`config.mk`:
```
export PLATFORM = sky130hd
export DESIGN_NAME = rdmx_rx_extractor
export DESIGN_NICKNAME = d
export VERILOG_FILES = /design/src/rtl/rdmx_pkg.sv /design/src/rtl/rdmx_rx_extractor_decoder.sv /design/src/rtl/rdmx_rx_extractor.sv
export SDC_FILE = /design/constraint.sdc
export NUM_CORES = 1
export LEC_CHECK = 0
export BUFFER_PORTS_ARGS = -buffer_cell sky130_fd_sc_hd__buf_4
export CORE_AREA = 8 8 503 505
export CTS_CLUSTER_DIAMETER = 120
export CTS_CLUSTER_SIZE = 12
export DETAILED_ROUTE_END_ITERATION = 12
export DIE_AREA = 0 0 511 513
export PLACE_DENSITY_LB_ADDON = 0.25
export SLEW_MARGIN = 10
export SYNTH_ARGS = -nofsm -noshare
export SYNTH_HDL_FRONTEND = slang
export SYNTH_SLANG_ARGS = --single-unit
export TNS_END_PERCENT = 10
```
`constraint.sdc`:
```
create_clock -name clk -period 7.2 [get_ports clk]
set_input_delay 0.72 -clock clk [delete_from_list [all_inputs] [get_ports clk]]
set_output_delay 0.72 -clock clk [all_outputs]
set_load 0.005 [all_outputs]
```
`src/rtl/rdmx_pkg.sv`:
```
// rtl/rdmx_pkg.sv - shared RDMX header constants and extractor state encoding
package rdmx_pkg;

  localparam int BEAT_BYTES    = 64;
  localparam int UDP_HDR_LEN   = 8;
  localparam int RDMX_HDR_LEN  = 22;

  // Byte offsets inside the 64-byte header beat (Eth 14 + IPv4 20 = 34, UDP at 34).
  localparam int UDP_LEN_OFF   = 38;
  localparam int RDMX_ADDR_OFF = 42;

  // Captured header fields: {8 address bytes, 2 udp_length bytes}, wire order.
  localparam int HDR_W = 80;

  typedef enum logic [1:0] {
    S_HDR   = 2'd0,
    S_META  = 2'd1,
    S_DATA  = 2'd2,
    S_DRAIN = 2'd3
  } state_e;

endpackage

```
`src/rtl/rdmx_rx_extractor_decoder.sv`:
```
// rtl/rdmx_rx_extractor_decoder.sv - rdmx_decoder: header fields to write descriptor
module rdmx_decoder
  import rdmx_pkg::*;
(
  input  logic [HDR_W-1:0] hdr_i,
  output logic [63:0]      addr_o,
  output logic [15:0]      payload_bytes_o,
  output logic [15:0]      payload_cycles_o
);

  logic [15:0] udp_len;

  // Header fields are big-endian on the wire; hdr_i keeps wire byte order.
  always_comb begin
    udp_len = {hdr_i[7:0], hdr_i[15:8]};
    addr_o  = '0;
    for (int i = 0; i < 8; i++) begin
      addr_o[8*(7-i) +: 8] = hdr_i[16 + 8*i +: 8];
    end
    payload_bytes_o  = udp_len - 16'(UDP_HDR_LEN + RDMX_HDR_LEN);
    payload_cycles_o = {6'd0, payload_bytes_o[15:6]} + {15'd0, |payload_bytes_o[5:0]};
  end

endmodule

```
`src/rtl/rdmx_rx_extractor.sv`:
```
// rtl/rdmx_rx_extractor.sv - splits RDMX packets into a write descriptor and a length-checked payload stream
module rdmx_rx_extractor
  import rdmx_pkg::*;
#(
  parameter int MAX_BYTES = 8192
) (
  input  logic         clk,
  input  logic         reset,
  input  logic [511:0] axis_in_tdata,
  input  logic [63:0]  axis_in_tkeep,
  input  logic         axis_in_tlast,
  input  logic         axis_in_tvalid,
  output logic         axis_in_tready,
  output logic [63:0]  meta_addr,
  output logic [15:0]  meta_bytes,
  output logic         meta_valid,
  input  logic         meta_ready,
  output logic [511:0] axis_out_tdata,
  output logic [63:0]  axis_out_tkeep,
  output logic         axis_out_tlast,
  output logic         axis_out_tvalid,
  input  logic         axis_out_tready,
  output logic         err_runt,
  output logic         err_len,
  output logic         err_short,
  output logic         err_long,
  output logic [31:0]  pkt_count,
  output logic [31:0]  drop_count
);

  state_e           state_q, state_d;
  logic [HDR_W-1:0] hdr_q;
  logic [15:0]      cnt_q, cnt_d;
  logic [31:0]      pkt_count_q, drop_count_q;
  logic             err_runt_q, err_len_q, err_short_q, err_long_q;
  logic             err_runt_d, err_len_d, err_short_d, err_long_d;
  logic             hdr_load, pkt_inc, drop_inc;

  logic [63:0]      dec_addr;
  logic [15:0]      dec_bytes, dec_cycles;
  logic             len_bad, exp_last;
  logic [63:0]      last_keep;

  rdmx_decoder u_decoder (
    .hdr_i            (hdr_q),
    .addr_o           (dec_addr),
    .payload_bytes_o  (dec_bytes),
    .payload_cycles_o (dec_cycles)
  );

  assign len_bad   = (dec_bytes == 16'd0) || (int'({16'd0, dec_bytes}) > MAX_BYTES);
  assign exp_last  = (cnt_q == 16'd1);
  assign last_keep = (dec_bytes[5:0] == 6'd0) ? '1 : ((64'd1 << dec_bytes[5:0]) - 64'd1);

  always_comb begin
    state_d         = state_q;
    cnt_d           = cnt_q;
    axis_in_tready  = 1'b0;
    axis_out_tvalid = 1'b0;
    axis_out_tdata  = '0;
    axis_out_tkeep  = '0;
    axis_out_tlast  = 1'b0;
    meta_valid      = 1'b0;
    hdr_load        = 1'b0;
    pkt_inc         = 1'b0;
    drop_inc        = 1'b0;
    err_runt_d      = 1'b0;
    err_len_d       = 1'b0;
    err_short_d     = 1'b0;
    err_long_d      = 1'b0;
    case (state_q)
      S_HDR: begin
        axis_in_tready = 1'b1;
        if (axis_in_tvalid) begin
          hdr_load = 1'b1;
          if (axis_in_tlast) begin
            err_runt_d = 1'b1;
            drop_inc   = 1'b1;
          end else begin
            state_d = S_META;
          end
        end
      end
      S_META: begin
        if (len_bad) begin
          err_len_d = 1'b1;
          drop_inc  = 1'b1;
          state_d   = S_DRAIN;
        end else begin
          meta_valid = 1'b1;
          if (meta_ready) begin
            pkt_inc = 1'b1;
            cnt_d   = dec_cycles;
            state_d = S_DATA;
          end
        end
      end
      S_DATA: begin
        axis_out_tvalid = axis_in_tvalid;
        axis_in_tready  = axis_out_tready;
        axis_out_tdata  = axis_in_tdata;
        axis_out_tlast  = exp_last | axis_in_tlast;
        axis_out_tkeep  = exp_last ? last_keep : axis_in_tkeep;
        if (axis_in_tvalid && axis_out_tready) begin
          cnt_d = cnt_q - 16'd1;
          if (axis_in_tlast) begin
            err_short_d = !exp_last;
            state_d     = S_HDR;
          end else if (exp_last) begin
            err_long_d = 1'b1;
            state_d    = S_DRAIN;
          end
        end
      end
      S_DRAIN: begin
        axis_in_tready = 1'b1;
        if (axis_in_tvalid && axis_in_tlast) state_d = S_HDR;
      end
      default: state_d = S_HDR;
    endcase
  end

  always_ff @(posedge clk or posedge reset) begin
    if (reset) begin
      state_q      <= S_HDR;
      hdr_q        <= '0;
      cnt_q        <= '0;
      pkt_count_q  <= '0;
      drop_count_q <= '0;
      err_runt_q   <= 1'b0;
      err_len_q    <= 1'b0;
      err_short_q  <= 1'b0;
      err_long_q   <= 1'b0;
    end else begin
      state_q     <= state_d;
      cnt_q       <= cnt_d;
      err_runt_q  <= err_runt_d;
      err_len_q   <= err_len_d;
      err_short_q <= err_short_d;
      err_long_q  <= err_long_d;
      if (hdr_load) begin
        hdr_q <= {axis_in_tdata[8*RDMX_ADDR_OFF +: 64], axis_in_tdata[8*UDP_LEN_OFF +: 16]};
      end
      if (pkt_inc)  pkt_count_q  <= pkt_count_q + 32'd1;
      if (drop_inc) drop_count_q <= drop_count_q + 32'd1;
    end
  end

  // Descriptor fields read as zero whenever no descriptor is being offered.
  assign meta_addr  = meta_valid ? dec_addr  : '0;
  assign meta_bytes = meta_valid ? dec_bytes : '0;

  assign err_runt   = err_runt_q;
  assign err_len    = err_len_q;
  assign err_short  = err_short_q;
  assign err_long   = err_long_q;
  assign pkt_count  = pkt_count_q;
  assign drop_count = drop_count_q;

endmodule
```
==> impl_metrics.sql <==
INSERT INTO impl_metrics (metric_group, metric, value, unit) VALUES
('critical_path', 'setup.reg_to_reg.worst_slack', '2.76', 'ns'),
('finish', 'layout-area-overhead-vs-synth', '101', '%'),
('drt', 'avgRoutedWirePerCell', '27.8', 'um'),
('timing', 'worst-slew-pin-transition', '1.31', 'ns'),
('clock_tree', 'tritoncts_clock_tree', 'built', ''),
('clock_tree', 'cts_root_buf', 'sky130_fd_sc_hd__clkbuf_16', ''),
('place', 'final_gp_congestion', '0.881', ''),
('floorplan', 'floorplan.initialDensity', '5.71', '%'),
('hold_path', 'worstHoldPathType', 'input port to asynchronous set/reset pin', ''),
('floorplan', 'top_level_ports', '1310', ''),
('drt', 'remaining_drc_errors', '0', ''),
('power', 'ir_drop', '0.000216', 'V'),
('critical_path', 'timing.setup.critical_path_class', 'register to output pin', ''),
('critical_path', 'r2r_start', 'hdr_q[10]', ''),
('power', 'power_leakage', '12.8', 'nW'),
('synth', 'synth-edff-count', '0', ''),
('global_routing', 'grt_pass1_wl', '218000', 'um'),
('critical_path', 'crit-reg2reg-capture', 'pkt_count[8]', ''),
('floorplan', 'dieArea', '262000', 'um^2'),
('timing', 'setup_repair_after_global_routing_missed_its_margin', 'no', ''),
('synth', 'synthesis.area_per_instance', '7.94', 'um^2'),
('timing', 'max_freq', '167', 'MHz'),
('synth', 'ys_async_sr_fraction', '100', '%'),
('critical_path', 'max_stage_delay', '0.70', 'ns'),
('clock_tree', 'cts.clk_slew.worst_paths', '0.08', 'ns'),
('timing', 'finalSetupViolCount', '0', ''),
('floorplan', 'placement_row_count', '182', ''),
('place', 'hpwlAfterDp', '157000', 'um'),
('synth', 'largest_cells_by_area_after_synthesis', 'sky130_fd_sc_hd__dfrtp_1 30%, sky130_fd_sc_hd__and2_1 26%, sky130_fd_sc_hd__mux2_2 6.6%, sky130_fd_sc_hd__xnor2_1 4.0%, sky130_fd_sc_hd__clkbuf_1 3.3%', ''),
('clock_tree', 'cts_buffers', '17', ''),
('drt', 'detailroute.via_count', '18900', ''),
('timing', 'finalHoldViolations', '0', ''),
('global_routing', 'pin_count_of_the_biggest_net_entering_global_routing', '186', ''),
('synth', 'yosysWarnings', '0', ''),
('clock_tree', 'cts-root-to-sink-buffers', '2', ''),
('power', 'total_power', '8.21', 'mW'),
('global_routing', 'first_global_vias', '19300', ''),
('clock_tree', 'postCtsSetupBuffers', '0', ''),
('synth', 'synth_area', '14000', 'um^2'),
('flow_run', 'timing.max_cap.violations', '0', ''),
('timing', 'min_period', '5.98', 'ns'),
('critical_path', 'end_kind', 'output pin', ''),
('timing', 'setup_tns', '0', 'ns'),
('floorplan', 'die_width', '511', 'um'),
('finish', 'finish.utilization', '11.5', '%'),
('synth', 'ys_seq_elements', '166', ''),
('finish', 'drive_gt1_share', '49.2', '%'),
('finish', 'mostFrequentLayoutCell', 'sky130_fd_sc_hd__buf_4', ''),
('synth', 'synth.distinct_cells', '76', ''),
('global_routing', 'overflow_left_after_global_routing', '0', ''),
('critical_path', 'arrival', '5.26', 'ns'),
('clock_tree', 'hold_buffers', '0', ''),
('global_routing', 'number_of_antenna_violations_at_the_first_check_in_global_routing', '147', ''),
('global_routing', 'grt_util_all_layers', '12.5', '%'),
('synth', 'dominantRegCellSynth', 'sky130_fd_sc_hd__dfrtp_1', ''),
('synth', 'synth_top_cell_area_share', '29.7', '%'),
('clock_tree', 'clkLatencyLatePin', '0.50', 'ns'),
('finish', 'design_area', '28100', 'um^2'),
('drt', 'drt-pass1-iter-count', '5', ''),
('finish', 'nets', '3563', ''),
('critical_path', 'crit_slowest_cell', 'sky130_fd_sc_hd__a2111oi_0', ''),
('drt', 'postRouteWirelength', '173000', 'um'),
('drt', 'post_drt_via_cell_ratio', '3.04', ''),
('timing', 'fin_skew', '0.0134', 'ns'),
('timing', 'slew_headroom', '11.8', '%'),
('critical_path', 'r2r_cells', '10', ''),
('run_status', 'run_status', 'finished clean', ''),
('clock_tree', 'cts_max_level', '4', ''),
('critical_path', 'path_cells', 'ha_1 -> nor3b_1 -> nand2_1 -> nor3_2 -> buf_4 -> inv_1 -> ha_1 -> inv_1 -> nor2_1 -> a21oi_1 -> o22ai_1 -> a2111oi_0 -> nor3_1 -> buf_4', ''),
('timing', 'final_min_period_over_clock_period', '83.0', '%'),
('synth', 'synth_cells', '1760', '');
[sequential cells by signal, indices dropped and copies added (netlist names)]
name and count:
hdr_q 80, drop_count 32, pkt_count 32, cnt_q 16
state_q 2, err_len 1, err_long 1, err_runt 1
err_short 1
[synthesized netlist by cell type, drive strengths merged (5+ instances only)]
| master | number |
|---|---|
| a211oi | 5 |
| a21oi | 69 |
| a22o | 5 |
| a311oi | 9 |
| a31oi | 21 |
| and2 | 587 |
| and3 | 20 |
| and4 | 7 |
| buf | 18 |
| clkbuf | 124 |
| dfrtp | 166 |
| ha | 12 |
| inv | 22 |
| mux2 | 82 |
| nand2 | 102 |
| nand3 | 57 |
| nand4 | 22 |
| nor2 | 87 |
| nor3 | 38 |
| nor3b | 5 |
| nor4 | 21 |
| o211ai | 10 |
| o21ai | 89 |
| o22ai | 8 |
| o31ai | 7 |
| or2 | 7 |
| or3 | 8 |
| xnor2 | 64 |
| xor2 | 22 |
[per-layer routing]
layer / vias up / wire [um] / global-route usage [%]
li1: 8397 / - / -
met4: 106 / 3450 / 2.11
met3: 251 / 16400 / 5.33
met1: 9083 / 72200 / 15.2
met2: 1079 / 80300 / 20.8
met5: - / 691 / 0
[how the worst max path moves through the flow]
stage                          from                 end  cells past startpoint
after floorplan               reset            cnt_q[0]                      1
after CTS                 hdr_q[10]  axis_out_tkeep[10]                     14
final                     hdr_q[10]  axis_out_tkeep[10]                     14
after detailed placement  hdr_q[10]  axis_out_tkeep[10]                     14
after global routing      hdr_q[10]  axis_out_tkeep[10]                     14
after global placement    hdr_q[10]  axis_out_tkeep[10]                     14
[cells by family (layout without fill, tap and decap cells)]
logic type               after synthesis  count (layout)  synth area share (%)
XOR/XNOR                              86              86                  5.39
AO/OA/AOI/OAI                        265             265                  11.9
adder cells (fa/ha/maj)               12              12                  1.07
multiplexers                          84              84                  6.75
flip-flops                           166             166                  29.7
other                                  1              20                0.0268
AND/OR/NAND/NOR                      980             980                  40.5
buffers and inverters                166            1386                  4.60
[worst max-delay path: cells and delay by family, from the launching register on]
kind                       cells  cell delay (ns)
AOI/OAI and AO/OA              3             0.92
adders and majority gates      2             1.03
DFF                            1             0.50
and+or+nand+nor                5             1.33
buffers and inverters          4             0.96
[per-stage QoR]
stage	setup WS (ns)	std cells	hold WS [ns]
finish	1.22	6219	0.386
CTS	1.20	6201	0.379
floorplan	1.99	1761	0.465
global route	0.919	6204	0.405
detailed placement	1.82	6170	0.473
global placement	1.91	6170	0.461
[where the power goes]
| group | total (mW) | internal (mW) | switching (mW) |
|---|---|---|---|
| Sequential | 1.85 | 1.22 | 0.633 |
| Combinational | 5.36 | 2.21 | 3.15 |
| Clock | 0.999 | 0.526 | 0.473 |
[final cells by class]
type                       count  area (um^2)
timing repair buffer        1331        10000
clock inverter                11          139
multi-input combinational   1429         9200
antenna                       18         45.0
clock buffer                  20          447
sequential                   166         4150
fill                       28400       217000
tap                         3220         4030
inverter                      24         97.6
No activity file was read; power rests on OpenSTA's default activity.
